## config.mk

```make
export PLATFORM = sky130hd
export DESIGN_NAME = pulse_channel_voice
export DESIGN_NICKNAME = d
export VERILOG_FILES = /design/src/rtl/pulse_channel_voice.sv
export SDC_FILE = /design/constraint.sdc
export NUM_CORES = 1
export LEC_CHECK = 0
export CAP_MARGIN = 40
export CELL_PAD_IN_SITES_DETAIL_PLACEMENT = 1
export CELL_PAD_IN_SITES_GLOBAL_PLACEMENT = 1
export CORE_ASPECT_RATIO = 0.75
export CORE_MARGIN = 4
export CORE_UTILIZATION = 43
export CTS_CLUSTER_SIZE = 25
export DETAILED_ROUTE_END_ITERATION = 8
export PLACE_DENSITY_LB_ADDON = 0.1
export SLEW_MARGIN = 0
export SYNTH_ARGS = -nofsm -noshare
export SYNTH_HDL_FRONTEND = slang
export SYNTH_SLANG_ARGS = --single-unit
```

## constraint.sdc

```tcl
create_clock -name i_clk -period 3.25 [get_ports i_clk]
set_input_delay 0.4875 -clock i_clk [delete_from_list [all_inputs] [get_ports i_clk]]
set_output_delay 0.4875 -clock i_clk [all_outputs]
set_load 0.02 [all_outputs]
```

## src/rtl/pulse_channel_voice.sv

```systemverilog
// pulse_channel_voice: pulse-wave voice for one sequencer channel.
// Advances a phase accumulator once per sample strobe and compares its top
// bits against the active duty threshold. The result is emitted as a signed
// +/-envelope sample two cycles after the strobe. Duty requests are held in a
// pending register and take effect only at a phase wrap or on a rest strobe,
// so the duty never changes part-way through a period.
//
// Handshake: i_sample_stb, i_top_valid, o_sample_valid and o_wrap are
// single-cycle qualifiers with no backpressure. A strobe is consumed in the
// cycle it is high, and o_sample_valid/o_wrap pulse for exactly one cycle,
// two cycles later.
module pulse_channel_voice #(
    parameter int PHASE_WIDTH  = 32,
    parameter int DUTY_WIDTH   = 8,
    parameter int ENV_WIDTH    = 9,
    parameter int SAMPLE_WIDTH = ENV_WIDTH + 1
) (
    input  logic                    i_clk,
    input  logic                    i_rst_n,
    input  logic                    i_sample_stb,
    input  logic [PHASE_WIDTH-1:0]  i_phase_delta,
    input  logic [DUTY_WIDTH-1:0]   i_top,
    input  logic                    i_top_valid,
    input  logic [ENV_WIDTH-1:0]    i_envelope,
    output logic [SAMPLE_WIDTH-1:0] o_sample,
    output logic                    o_sample_valid,
    output logic                    o_wrap
);

    // 50% duty: only the MSB of the threshold is set.
    localparam logic [DUTY_WIDTH-1:0] DUTY_RESET = {1'b1, {(DUTY_WIDTH-1){1'b0}}};

    // Phase and duty state
    logic [PHASE_WIDTH-1:0]  acc_q, acc_d;
    logic [DUTY_WIDTH-1:0]   duty_active_q, duty_active_d;
    logic [DUTY_WIDTH-1:0]   duty_pend_q, duty_pend_d;
    logic                    pend_flag_q, pend_flag_d;

    // Stage 1 registers (captured on the strobe)
    logic                    s1_valid_q, s1_valid_d;
    logic                    s1_mute_q, s1_mute_d;
    logic                    s1_wrap_q, s1_wrap_d;
    logic [ENV_WIDTH-1:0]    s1_env_q, s1_env_d;

    // Output registers
    logic [SAMPLE_WIDTH-1:0] out_sample_q, out_sample_d;
    logic                    out_valid_q, out_valid_d;
    logic                    out_wrap_q, out_wrap_d;

    logic [PHASE_WIDTH:0]    acc_sum;
    logic                    apply_duty;
    logic                    high;
    logic [SAMPLE_WIDTH-1:0] env_ext;

    // Stage 0: advance the accumulator, promote pending duty at wrap/rest, capture duty requests
    always_comb begin
        acc_sum       = {1'b0, acc_q} + {1'b0, i_phase_delta};
        acc_d         = acc_q;
        s1_valid_d    = 1'b0;
        s1_mute_d     = s1_mute_q;
        s1_wrap_d     = s1_wrap_q;
        s1_env_d      = s1_env_q;
        apply_duty    = 1'b0;
        if (i_sample_stb) begin
            s1_valid_d = 1'b1;
            s1_env_d   = i_envelope;
            if (i_phase_delta == '0) begin
                acc_d      = '0;
                s1_mute_d  = 1'b1;
                s1_wrap_d  = 1'b0;
                apply_duty = pend_flag_q;
            end else begin
                acc_d      = acc_sum[PHASE_WIDTH-1:0];
                s1_mute_d  = 1'b0;
                s1_wrap_d  = acc_sum[PHASE_WIDTH];
                apply_duty = pend_flag_q & acc_sum[PHASE_WIDTH];
            end
        end
        // A request arriving alongside a promotion lands in pending only.
        duty_active_d = apply_duty ? duty_pend_q : duty_active_q;
        duty_pend_d   = i_top_valid ? i_top : duty_pend_q;
        pend_flag_d   = i_top_valid ? 1'b1 : (apply_duty ? 1'b0 : pend_flag_q);
    end

    // Stages 1-2: compare phase against the (already updated) duty and form the signed sample
    always_comb begin
        high         = (acc_q[PHASE_WIDTH-1 -: DUTY_WIDTH] < duty_active_q);
        env_ext      = {{(SAMPLE_WIDTH-ENV_WIDTH){1'b0}}, s1_env_q};
        out_sample_d = out_sample_q;
        out_valid_d  = s1_valid_q;
        out_wrap_d   = s1_valid_q & s1_wrap_q;
        if (s1_valid_q) begin
            if (s1_mute_q)
                out_sample_d = '0;
            else if (high)
                out_sample_d = env_ext;
            else
                out_sample_d = {SAMPLE_WIDTH{1'b0}} - env_ext;
        end
    end

    // State and pipeline registers
    always_ff @(posedge i_clk or negedge i_rst_n) begin
        if (!i_rst_n) begin
            acc_q         <= '0;
            duty_active_q <= DUTY_RESET;
            duty_pend_q   <= DUTY_RESET;
            pend_flag_q   <= 1'b0;
            s1_valid_q    <= 1'b0;
            s1_mute_q     <= 1'b0;
            s1_wrap_q     <= 1'b0;
            s1_env_q      <= '0;
            out_sample_q  <= '0;
            out_valid_q   <= 1'b0;
            out_wrap_q    <= 1'b0;
        end else begin
            acc_q         <= acc_d;
            duty_active_q <= duty_active_d;
            duty_pend_q   <= duty_pend_d;
            pend_flag_q   <= pend_flag_d;
            s1_valid_q    <= s1_valid_d;
            s1_mute_q     <= s1_mute_d;
            s1_wrap_q     <= s1_wrap_d;
            s1_env_q      <= s1_env_d;
            out_sample_q  <= out_sample_d;
            out_valid_q   <= out_valid_d;
            out_wrap_q    <= out_wrap_d;
        end
    end

    assign o_sample       = out_sample_q;
    assign o_sample_valid = out_valid_q;
    assign o_wrap         = out_wrap_q;

endmodule

```

**Word-level counts from Yosys, hierarchy flattened**

Index checks and enable logic that the tools add are counted.

- Register bits: 73
- Latch bits: 0
- Memory bits (writable): 0
- Memory bits (read-only): 0
- Bits of input ports: 53
- Output and inout bits: 12
- Logic and storage cells: 28
- Memories: 0

- Add/subtract/negate cells: 2
- $mul: 0
- Divide/modulo/power cells: 0
- $lt $le $gt $ge: 1
- Eq/ne operators: 0
- Shift-type cells: 0
- Muxes and demuxes: 10
- Bitwise operators: 2
- Reductions and logical operators: 2

Operators by type and width:

| cell | count |
|---|---|
| $add A32 B32 Y33 | 1 |
| $logic_not A32 Y1 | 1 |
| $mux W32 | 1 |
| $mux W10 | 2 |
| $sub A1 B9 Y10 const A | 1 |
| $lt A8 B8 Y1 | 1 |
| $mux W1 | 7 |
| $and A1 B1 Y1 | 2 |
| $reduce_bool A2 Y1 | 1 |

**Depth between registers and ports, before layout**

- Word-level depth: 6
- Gate-level depth with buffers: 10
- Mapped depth without buffers: 10

**Worst setup path before layout**

Ideal clock, no wire load.

- Path kind: input to register
- Start point: input port i_phase_delta[0]
- End point: register duty_active_q[0]
- Library setup time: 0.125 ns
- Arrival: 2.676 ns
- Data required time: 3.125 ns
- Setup slack: 0.449 ns
- Stages: 10
- Buffers on the path: 0
- Cells stage by stage: ha_1 inv_1 fa_1 nor2b_1 o2111ai_1 nand3_1 nand4_1 a311o_2 a41oi_4 mux2_2

- Word-level cells in the longest chain between the ends: 4
- Elaborated cells on any way between the ends: 5
- Those cells by class: add/sub (1); mux (2); bitwise (1); reduce/logical (1)

RTL lines:

| item | line | RTL |
|---|---|---|
| from (decl) | 21 | `input logic [PHASE_WIDTH-1:0] i_phase_delta,` |
| $add A32 B32 Y33 | 57 | `acc_sum = {1'b0, acc_q} + {1'b0, i_phase_delta};` |
| $and A1 B1 Y1 | 76 | `apply_duty = pend_flag_q & acc_sum[PHASE_WIDTH];` |
| $mux W1 * | 67 | `if (i_phase_delta == '0) begin` |
| $mux W1 * | 64 | `if (i_sample_stb) begin` |
| to (signal assigned) | 118 | `duty_active_q <= duty_active_d;` |
| to (decl) | 35 | `logic [DUTY_WIDTH-1:0] duty_active_q, duty_active_d;` |

Mark *: on every way between the ends. The rest lies on a longest branch, timed or not.
A chain may end at the register's enable or synchronous reset.

**Worst setup path after layout**

- Start point: input port i_phase_delta[0]
- End point: register duty_active_q[3]

The elaborated chain is that of the path after synthesis.

==> impl_results.md <==
* Result of the run: complete, no violations
* Area share of the largest cell type after synthesis at 0.3584
* Part of the total power dissipated in sequential elements at 0.239
* Switching pwr at 2.636 mW
* Largest net degree at the start of global routing at 58
* CTS Hold Buffers Added at 0
* Combinational family with the most area after synthesis: compound AO/OA/AOI/OAI gates
* Number of gates resized after cts at 0
* CP endpoint kind: flop
* Proportion of power drawn by the clock network at 0.165
* Global Route Usage Sum at 0.2392
* Net total in the final layout at 723
* CP Cell Sequence: clkdlybuf4s50_1, ha_1, inv_1, fa_1, nor2b_2, o2111ai_1, nand3_2, nand4_1, a311o_2, a41oi_4, buf_12, mux2_2
* Met1 WL at 7.491 mm
* Grt total ovfl at 0
* Length of the first detailed-routing pass in iterations at 5
* Most frequent cells after synthesis: 71 x sky130_fd_sc_hd__dfrtp_1, 40 x sky130_fd_sc_hd__ha_1, 34 x sky130_fd_sc_hd__nand2_1
* Number of enable flip-flop cells after synthesis at 0
* Adder and majority gate portion of the synthesized area at 0.1050
* Top cell type by total area after synthesis: sky130_fd_sc_hd__dfrtp_1
* Initial DRC count at 208
* Clk sinks at 73
* Leading register cell type out of synthesis: sky130_fd_sc_hd__dfrtp_1
* Classification of the worst-slack hold path: input pin to async pin
* Cell with the most instances after synthesis: sky130_fd_sc_hd__dfrtp_1
* Logic gate share of total power at 0.596
* Number of CTS-inserted buffers at 9
* Multiplexer fraction of the synthesized cell area at 0.05427
* Core Area at 0.01111 mm^2
* Normalized max-slew margin at 0.5503
* Post-Syn Area per Cell at 9.533 um^2
* DIE AREA at 0.01333 mm^2
* Count of buffers added by post-CTS timing repair for setup at 0
* Remaining number of nets flagged by the antenna check after routing at 0
* DP Wirelength at 11.81 mm
* Maximum fanout count along the critical path at 8
* Crit path buffers/inverters at 3
* Highest clock rate at 0.3179 GHz
* Netlist cell types at 58
* Hold Vio Cnt, Final at 0
* Post-synthesis sequential area ratio at 0.3690
* Slowest cell on the critical path: sky130_fd_sc_hd__clkdlybuf4s50_1
* Startpoint of the most critical setup path: i_phase_delta[0]
* Routed length on met2 at 7.109 mm
* Fraction of layout instances using a drive strength above 1 at 0.1719
* Slew Limit Fails at 0
* Syn. warnings at 0
* Starting Density at 0.4463
* Synthesized-area fraction occupied by ao, oa, aoi and oai cells at 0.2325
* Leading post-synthesis cells by cell area: sky130_fd_sc_hd__dfrtp_1 36%, sky130_fd_sc_hd__ha_1 10%, sky130_fd_sc_hd__mux2_2 5.2%
* Top layer in use: met4
* Placer congestion estimate at 0.8993
* Power density normalized to cell area at 969.4 mW/mm^2
* Min Clock Period, post-route at 3.146 ns
* Std cell rows at 33
* Final number of setup-violating endpoints at 0
* Clock tree from TritonCTS: done
* Vias in the first global route at 5047
* Avg Vias per Cell at 5.970
* Post-synthesis instance area at 0.004957 mm^2
* Antenna Cells at 0
* Simple-gate share of the synthesized area at 0.1552
* Net switching fraction of the power at 0.4213
* DRC violation count after routing at 0
* Cell at the root of the clock tree: sky130_fd_sc_hd__clkbuf_16
* Critical path arrival at 3.36 ns
* R2R Path Start: acc_q[0]$_DFFE_PN0P_
* Buffers added on ports at 64
* Non-filler instance count after layout at 774
* Vert. Die Dim at 101.0 um
* Post-synthesis async set-or-reset flop share at 1.000
* Final clock skew at 0.008256 ns
* Number of placed cells counting well taps at 758
* Synth Net Count at 614
* Reg clk slew, reported paths at 0.07 ns
* DR WL met3 at 770 um
* Wire length of the first global-routing pass at 25.76 mm
* Worst IR Drop VDD at 0.0005195 V
* Number of H-tree levels at 3
* Buffer depth of the longest clock path at 2
* Wire length per cell at 20.08 um
* WS Path Type: input pin to flop
* Source-to-sink clock delay at the later pin of the worst-skew pair at 0.34 ns
* Type of element launching the critical path: input pin
* Horiz. Die Dim at 132.0 um
* Tightest hold margin at 0.02212 ns
* WP data required at 3.47 ns
* Largest delay contributor family on the critical path: compound AO/OA/AOI/OAI gates
* Leak Pwr at 2.863 nW
* I/O pin cnt at 65
* P_int at 3.620 mW
* Fraction of synthesized cell area in xor and xnor cells at 0.04594
* Worst slew pin tran at 0.6684 ns
* Number of vias after detailed routing at 4621
* Delay contributed by the slowest stage of the critical path at 0.49 ns
* Antenna violations before repair at 0
* Area overhead of the layout relative to synthesis at 30.19%
* Max-cap violations at 0
* Final Routed Wirelength at 15.54 mm
* Cells after Synth at 520
* Final Cycle Share at 0.9680
* Number of synthesized register bits at 73
[area by class of cell]
cell class | count | area [um^2]
multi-input combinational | 397 | 2947
timing repair buffer | 118 | 1089
inverter | 30 | 112.6
sequential | 73 | 1829
clock inverter | 7 | 76.32
fill | 1250 | 4653
clock buffer | 9 | 225.2
tap | 140 | 175.2
[flip-flops by register name (all words and copies together) (netlist names)]
register / flops
s1_mute_q: 1
o_wrap: 1
out_valid_d: 1
duty_active_q: 8
s1_env_q: 9
s1_wrap_q: 1
acc_q: 32
o_sample_valid: 1
o_sample: 10
pend_flag_q: 1
duty_pend_q: 8
[cell usage in the layout, fill, tap and decap left out, drive strengths merged, types with 4 or more instances in the layout]
cell type,instances
a211oi,5
a21o,15
dfrtp,71
o2111ai,8
a31oi,7
o211ai,4
nand3,22
clkbuf,9
buf,55
o21a,7
nor4b,4
nor4,12
o22ai,8
clkdlybuf4s50,63
o21ai,20
a21oi,33
xnor2,18
a22o,23
nor3,5
nor2b,5
ha,40
xor2,8
inv,33
nand2,35
nand4,10
and3,4
mux2,23
nor2,23
o221ai,5
nand2b,9
[cells by family (layout without fill, tap and decap cells)]
| family | after synthesis | in the layout |
|---|---|---|
| compound gates | 161 | 161 |
| simple gates | 145 | 145 |
| flops | 73 | 73 |
| buf+inv | 50 | 164 |
| fa+ha+maj | 41 | 41 |
| xor+xnor | 26 | 26 |
| mux | 24 | 24 |
[worst reg2reg max path: cells and delay by family (launching register included)]
family                     cells  cell delay [ns]
DFF                            1             0.35
and+or+nand+nor                3             0.45
muxes                          1             0.33
buffers and inverters          2             0.21
adders and majority gates      2             0.59
AOI/OAI and AO/OA              3             0.79
[layer usage]
layer  vias up  GRT usage
met4         0    0.04923
met2       112     0.3987
li1       2180          -
met3        20    0.04890
met5         -          0
met1      2309     0.3254
[path summary, 6_finish.rpt]
kind                                                end  slack [ns]  cells past startpoint
max                        duty_active_q[3]$_DFFE_PN0P_        0.10                     12
min                                acc_q[9]$_DFFE_PN0P_        0.02                      1
max reg2reg                duty_active_q[3]$_DFFE_PN0P_        0.41                     11
min reg2reg                duty_active_q[4]$_DFFE_PN0P_        0.50                      1
max in group asynchronous  duty_active_q[7]$_DFFE_PN1P_        2.59                      2
min in group i_clk         duty_active_q[4]$_DFFE_PN0P_        0.50                      1
[power by group through the flow]
stage	Sequential, mW	Clock [mW]	Combinational, mW
floorplan	1.51	0	2.31
global placement	1.49	0	3.49
detailed placement	1.50	0	3.64
CTS	1.50	1.05	3.70
global route	1.54	1.09	4.10
finish	1.49	1.03	3.73
[metrics by stage]
stage                     instance area, um^2  total power, mW  setup TNS (ns)    util  setup WS (ns)
after floorplan                          4957            3.812               0       -         0.4492
after global placement                   6117            4.974          -1.318  0.5507        -0.1705
after detailed placement                 6145            5.143          -1.831  0.5532        -0.2381
after CTS                                6446            6.245               0  0.5804        0.05169
after global routing                     6454            6.731        -0.08159  0.5811       -0.01951
final                                    6454            6.256               0  0.5811         0.1041
(Power assumes the default switching activity.)
